`src/rtl/fetch_pkg.sv`:
```
// Shared types and constants for the instruction fetch stage.
package fetch_pkg;

  localparam int ADDR_W    = 12;
  localparam int INSTR_W   = 20;
  localparam int OPCODE_W  = 4;
  localparam int OPCODE_HI = INSTR_W - 1;

  localparam logic [ADDR_W-1:0]   RESET_PC    = 12'h000;
  localparam logic [OPCODE_W-1:0] HALT_OPCODE = 4'hF;

  typedef enum logic {
    FETCH = 1'b0,
    HALT  = 1'b1
  } fetch_state_e;

  function automatic logic is_halt_op(input logic [INSTR_W-1:0] instr);
    return (instr[OPCODE_HI -: OPCODE_W] == HALT_OPCODE);
  endfunction

endpackage

```
`src/rtl/instruction_fetch_unit.sv`:
```
// Fetch stage: owns the PC, captures memory read data into the IR and hands it to decode.
// Optional PC wrap trap enabled by defining FETCH_WRAP_TRAP_EN.
module instruction_fetch_unit
  import fetch_pkg::*;
(
  input  logic               clk,
  input  logic               rst,
  output logic [ADDR_W-1:0]  Address,
  output logic               ReadEnable,
  input  logic [INSTR_W-1:0] Instruction,
  input  logic               BranchTaken,
  input  logic [ADDR_W-1:0]  BranchTarget,
  input  logic               Resume,
  output logic [INSTR_W-1:0] IR,
  output logic [ADDR_W-1:0]  IRPC,
  output logic               IRValid,
  input  logic               DecodeReady,
  output logic               Halted,
  output logic               Fault
);

  fetch_state_e       r_state;
  logic [ADDR_W-1:0]  r_pc;
  logic [INSTR_W-1:0] r_ir;
  logic [ADDR_W-1:0]  r_irpc;
  logic               r_ir_valid;
  logic               w_adv;
  logic               w_resume_ok;

`ifdef FETCH_WRAP_TRAP_EN
  logic r_fault;
  assign w_resume_ok = Resume && !r_fault;
  assign Fault       = r_fault;
`else
  assign w_resume_ok = Resume;
  assign Fault       = 1'b0;
`endif

  // rst gates the read strobe because the reset state alone would otherwise advertise a fetch
  assign w_adv      = (r_state == FETCH) && (!r_ir_valid || DecodeReady);
  assign ReadEnable = w_adv && !rst;

  assign Address = r_pc;
  assign IR      = r_ir;
  assign IRPC    = r_irpc;
  assign IRValid = r_ir_valid;
  assign Halted  = (r_state == HALT);

  // PC, IR and state update: redirect beats fetch, fetch beats consume
  always_ff @(posedge clk or posedge rst) begin
    if (rst) begin
      r_state    <= FETCH;
      r_pc       <= RESET_PC;
      r_ir       <= '0;
      r_irpc     <= '0;
      r_ir_valid <= 1'b0;
`ifdef FETCH_WRAP_TRAP_EN
      r_fault    <= 1'b0;
`endif
    end else begin
      if (BranchTaken) begin
        r_pc       <= BranchTarget;
        r_ir_valid <= 1'b0;
      end else if (w_adv) begin
        r_ir       <= Instruction;
        r_irpc     <= r_pc;
        r_ir_valid <= 1'b1;
        r_pc       <= r_pc + 12'd1;
        if (is_halt_op(Instruction)) begin
          r_state <= HALT;
        end else begin
          r_state <= r_state;
        end
`ifdef FETCH_WRAP_TRAP_EN
        // the last word is still delivered; the trap only stops the wrap-around
        if (r_pc == 12'hFFF) begin
          r_state <= HALT;
          r_fault <= 1'b1;
        end else begin
          r_fault <= r_fault;
        end
`endif
      end else if (r_ir_valid && DecodeReady) begin
        r_ir_valid <= 1'b0;
      end else begin
        r_ir_valid <= r_ir_valid;
      end

      // leaving HALT is independent of a same-cycle redirect, which has already set the PC
      if ((r_state == HALT) && w_resume_ok) begin
        r_state <= FETCH;
      end
    end
  end

endmodule

```
`config.mk`:
```
export PLATFORM = sky130hd
export DESIGN_NAME = instruction_fetch_unit
export DESIGN_NICKNAME = d
export VERILOG_FILES = /design/src/rtl/fetch_pkg.sv /design/src/rtl/instruction_fetch_unit.sv
export SDC_FILE = /design/constraint.sdc
export NUM_CORES = 1
export LEC_CHECK = 0
export ABC_AREA = 1
export BUFFER_PORTS_ARGS = -buffer_cell sky130_fd_sc_hd__buf_2
export CORE_MARGIN = 2
export CORE_UTILIZATION = 45
export DETAILED_ROUTE_END_ITERATION = 10
export PLACE_DENSITY = 0.86
export SYNTH_ARGS = -nofsm -noshare
export SYNTH_HDL_FRONTEND = slang
export SYNTH_SLANG_ARGS = --single-unit
```
`constraint.sdc`:
```
create_clock -name clk -period 1.2 [get_ports clk]
set_input_delay 0.06 -clock clk [delete_from_list [all_inputs] [get_ports clk]]
set_output_delay 0.06 -clock clk [all_outputs]
set_load 0.005 [all_outputs]
```
==> results.json, run 1 <==
{
  "outcome": "complete, but fails checks",
  "violations": "negative setup slack",
  "rows": 25,
  "drt-initial-drc-count": 223,
  "hold_path_class": "in -> reg",
  "cp.arrival_ps": 1180,
  "nets": 440,
  "setup_viol": 2,
  "crit_family": "flip-flops",
  "final-max-slew-violation-count": 0,
  "n_antenna_cell": 0,
  "min_from": "BranchTarget[3]",
  "final_layout_size_suffix_gt1_share_pct": 34.5,
  "power.density_nw_per_um2": 1300,
  "placed_cells": 417,
  "clkLatencyLatePin_ps": 300,
  "dpl_cell_area_sq_um": 2690,
  "hold_ws_ps": 2.57,
  "fin_area_sq_um": 3180,
  "path_cells": "nand2_2 > nand2_2 > buf_6 > nor2_2 > buf_2",
  "total_power_mw": 4.15,
  "crit_slowest_cell": "dfrtp_1",
  "yosys_warnings": 0,
  "core_sq_um": 4660,
  "critPathRequiredTime_ps": 1140,
  "synthCells": 275,
  "hold_path_depth": 3,
  "hpwl_mm": 3.94,
  "drc_errors": 0,
  "vias": 2226,
  "wl_per_cell_um": 12.7,
  "grt.total_usage_pct": 22.2,
  "grt_pass1_vias": 2081,
  "syn-cell-area_sq_um": 2150,
  "drt_pass1_iterations": 6,
  "die_w_um": 73.1,
  "fin_util_pct": 68.3,
  "ys.flop_type": "dfrtp_1",
  "worst-path-buf-inv": 2,
  "multi_input_area_sq_um": 877,
  "ff2ff_setup_slack_ps": -20,
  "crit_path_max_incr_delay_ps": 400,
  "synth-seq-area-share_pct": 53.6,
  "clock-sinks": 46,
  "syn_to_final_growth_pct": 48.1,
  "whs_endpoint": "Address[3]",
  "timing.critical_path.mode_cell": "nand2_2",
  "io_pins": 85,
  "grt_first_pass_wirelength_mm": 9.13,
  "power_leakage_nw": 1.75,
  "drtAntennaViolNets": 0,
  "setup_tns_ps": -57.6,
  "clockBufferDepth": 2,
  "gp_congestion": 0.864,
  "cts-root-buf": "clkbuf_8",
  "viasPerCell": 4.87,
  "seqCellArea_sq_um": 1160,
  "skew_ps": 7.01,
  "initial_core_util_pct": 46.1,
  "path_class": "reg -> out",
  "rsz0062_at_grt": "yes",
  "io_buffer_count": 83,
  "clk_pin_slew_worst_paths_ps": 90,
  "hold_viol": 0,
  "ys_ff_latch": 46,
  "timing.fmax_ghz": 0.806,
  "synth_nets": 313,
  "syn_avg_cell_area_sq_um": 7.82,
  "grt_max_degree": 47,
  "die_h_um": 73.1,
  "wirelength_mm": 5.80,
  "critical_path.max_fanout": 3,
  "fill_cells": 391,
  "grt-ovfl-total": 0,
  "cp-end-kind": "primary output",
  "reg2reg_to": "Address[11]",
  "reg2reg_from": "IRValid",
  "htreeDepth": 2,
  "die-area_sq_um": 5350,
  "worst_slack_ps": -40.2,
  "cts_made_buffers": 5,
  "finalCritPeriodShare_pct": 103,
  "final_common_cell": "nand2_1",
  "vdd_drop_max_v": 0.000636,
  "post-place-ws_ps": -2.63,
  "r2r_cells": 6,
  "synth-edff-count": 0,
  "cts_tree": "done",
  "async_flop_share_pct": 100,
  "final_cells": 457,
  "start_kind": "flip-flop",
  "antenna_found_initial": 0,
  "yosys.cell_types.count": 24,
  "drv_cap": 0,
  "period_needed_ps": 1240,
  "mostFrequentLayoutCells": "nand2_1 (119), buf_2 (83), dfrtp_1 (42)"
}
==> cell usage after synthesis, types with 2 or more instances <==
master | instances | share of area, %
a21oi_1 | 2 | 0.47
buf_2 | 4 | 0.93
buf_4 | 4 | 1.4
buf_6 | 2 | 1.0
dfrtp_1 | 46 | 54
inv_1 | 23 | 4.0
inv_2 | 2 | 0.35
nand2_1 | 125 | 22
nand3_1 | 23 | 5.4
nor2_1 | 18 | 3.1
o21ai_0 | 13 | 3.0
==> where the power goes <==
part	switching, mW	leakage, nW	internal, mW
logic	0.548	1.13	0.530
registers	0.156	0.561	1.78
clock network	0.524	0.0579	0.613
total	1.23	1.75	2.92
==> area by class of cell <==
type / count / area share, %
multi-input cells: 194 / 27.5
well taps: 54 / 2.12
flip-flops and latches: 46 / 36.3
inverters: 25 / 3.10
clock buffers: 5 / 2.16
repair buffers: 130 / 27.5
clock inverters: 3 / 1.26
==> metal layers <==
layer	GRT usage [%]	wire length, um
met3	3.87	374
met2	37.7	2830
met5	0	0
met4	10.3	157
met1	27.3	2440
==> sequential cells by signal, indices dropped and copies added, names as in the netlist <==
register  count
Address      12
Halted        1
IRValid       1
IR           20
IRPC         12
==> kinds of logic (layout without fill, tap and decap cells) <==
family / count (synthesis) / after routing / synth area share, %
and+or+nand+nor: 171 / 171 / 32.2
DFF: 46 / 46 / 53.6
buffers and inverters: 35 / 163 / 7.74
AOI/OAI and AO/OA: 20 / 20 / 5.36
adders and majority gates: 1 / 1 / 0.582
other: 1 / 1 / 0.174
xor gates and xnor gates: 1 / 1 / 0.408
==> what timing repair did <==
item	in CTS	in global routing
resized for setup	6	24
endpoints found under the hold margin	70	0
buffers inserted	2	5
hold buffers	25	0
pin swaps	1	4
setup endpoints to repair	15	29
==> worst max-delay path by stage <==
stage / from / endpoint / slack (ps) / cells after the start
5_1_grt: IRValid / ReadEnable / -90 / 5
3_5_place_dp: Halted / Address[6] / -3 / 6
6_report: IRValid / ReadEnable / -40 / 5
4_1_cts: IRValid / ReadEnable / -50 / 5
3_3_place_gp: Halted / Address[5] / 60 / 6
2_1_floorplan: rst / Address[0] / 50 / 1
==> tightest hold or removal path, delay by kind of cell <==
kind          cells  cell delay, ps
buf+inv           1              90
simple gates      2             120
Power figures use the tool's default switching activity.
==> run 2: changes to the inputs <==
REMOVE_ABC_BUFFERS = 1   (was default)
==> results.json, run 2 (synthesized netlist as in run 1, its figures left out) <==
{
  "vdd_drop_max_v": 0.000805,
  "dpl_cell_area_sq_um": 2680,
  "grt_max_degree": 38,
  "netSwitchingFraction_pct": 30.8,
  "clockBufferDepth": 2,
  "hpwl_mm": 3.66,
  "wirelength_mm": 5.98,
  "cts_made_buffers": 5,
  "worst_slack_ps": -35.3,
  "hold_ws_ps": 4.62,
  "outcome": "complete, but fails checks",
  "die_h_um": 73.1,
  "p_sw_mw": 1.24,
  "comb_power_share_pct": 27.4,
  "setup_viol": 4,
  "violations": "negative setup slack",
  "syn_to_final_growth_pct": 47.3,
  "grt.total_usage_pct": 21.7,
  "cts-root-buf": "clkbuf_8",
  "period_needed_ps": 1240,
  "pwr-share-seq_pct": 48.2,
  "path_class": "reg -> reg",
  "die-area_sq_um": 5350,
  "ff2ff_setup_slack_ps": -40,
  "timing.fmax_ghz": 0.810,
  "hold_viol": 0,
  "rows": 25,
  "viasPerCell": 4.87,
  "vias": 2210,
  "core_sq_um": 4660,
  "grt_first_pass_wirelength_mm": 8.97,
  "fin_area_sq_um": 3170,
  "clock_power_share_pct": 24.4,
  "critPathRequiredTime_ps": 1440,
  "clock-sinks": 46,
  "skew_ps": 18.0,
  "gp_congestion": 0.890,
  "grt-ovfl-total": 0,
  "drv_cap": 0,
  "wl_per_cell_um": 13.2,
  "htreeDepth": 2,
  "crit_slowest_cell": "dfrtp_1",
  "final_common_cell": "nand2_1",
  "power.density_nw_per_um2": 1270,
  "post-place-ws_ps": -7.31,
  "hold_path_class": "in -> reg",
  "intPower_mw": 2.78,
  "cp-end-kind": "flip-flop",
  "worst-path-buf-inv": 1,
  "final-max-slew-violation-count": 0,
  "power_leakage_nw": 1.74,
  "rsz0062_at_grt": "yes",
  "nets": 437,
  "final_layout_size_suffix_gt1_share_pct": 33.5,
  "total_power_mw": 4.02,
  "initial_core_util_pct": 46.1,
  "io_buffer_count": 83,
  "drt-initial-drc-count": 104,
  "io_pins": 85,
  "clkLatencyLatePin_ps": 310,
  "cp.arrival_ps": 1470,
  "path_cells": "buf_6 > nand2_4 > nor2_4 > nand2_2 > nor2_2 > nand2_1 > nand3_2",
  "n_antenna_cell": 0,
  "largest_register_ffs": 20,
  "drtAntennaViolNets": 0,
  "clk_pin_slew_worst_paths_ps": 90,
  "die_w_um": 73.1,
  "drt_pass1_iterations": 4,
  "grt_pass1_vias": 1974,
  "crit_path_max_incr_delay_ps": 420,
  "crit_family": "simple AND/OR/NAND/NOR gates",
  "antenna_found_initial": 0,
  "critical_path.max_fanout": 5,
  "drc_errors": 0,
  "cts_tree": "done",
  "start_kind": "flip-flop",
  "mostFrequentLayoutCells": "nand2_1 (119), buf_2 (83), dfrtp_1 (46)",
  "finalCritPeriodShare_pct": 103
}
==> run 2: changes by cell type in the layout (fill, tap and decap cells not counted), sizes merged <==
| cell | change |
|---|---|
| buf | -3 |
| clkbuf | +2 |
| inv | +1 |
| bufinv | -1 |
| clkinv | -2 |
==> run 2: metrics by stage <==
step	instances	TNS [ps]	utilization, %
global route	454	-1850	67.9
global placement	414	0	57.4
CTS	452	-22.4	65.9
detailed placement	414	-22.8	57.4
finish	454	-68.2	67.9
floorplan	265	-18900	-
==> run 2: path summary, 6_finish.rpt <==
path	startpoint	endpoint	cells after the start
max in group asynchronous	rst	IR[12]	4
max reg2reg	Address[1]	Address[9]	7
min in group asynchronous	rst	IR[19]	3
min	BranchTarget[0]	Address[0]	3
min reg2reg	IR[4]	IR[4]	2
max	Address[1]	Address[9]	7
==> run 2: power by group through the flow <==
stage                     registers, mW  logic [mW]  clock network (mW)
after detailed placement           1.95       0.909                   0
after floorplan                    1.98       0.386                   0
after global routing               1.96        1.23                1.07
final                              1.94        1.10               0.978
after global placement             1.94       0.882                   0
after CTS                          1.92        1.01               0.990
==> run 2: area by class of cell <==
class | count | area (sq um)
fillers | 351 | 1490
repair buffers | 127 | 856
inverters | 25 | 96.3
clock buffers | 7 | 86.3
multi-input cells | 194 | 905
well taps | 54 | 67.6
flip-flops and latches | 46 | 1150
clock inverters | 1 | 5.00
==> run 2: worst register-to-register path, delay by kind of cell, from the launching register on <==
kind                   cells  cell delay, ps
and+or+nand+nor            6             620
buffers and inverters      1             140
DFF                        1             420
==> run 2: timing repair <==
item / 4_1_cts / 5_1_grt
setup endpoints to repair: 15 / 36
hold endpoints to repair: 70 / 0
hold buffers: 25 / 0
gates resized for setup: 8 / 24
setup buffers: 5 / 2
pin swaps: 3 / 9
==> run 2: routing by layer <==
metal,vias to the layer above,global-route usage (%),wire [um]
li1,1098,-,-
met1,1025,26.7,2490
met2,77,36.6,3010
met3,10,5.39,380
met4,0,7.82,100
met5,-,0,0
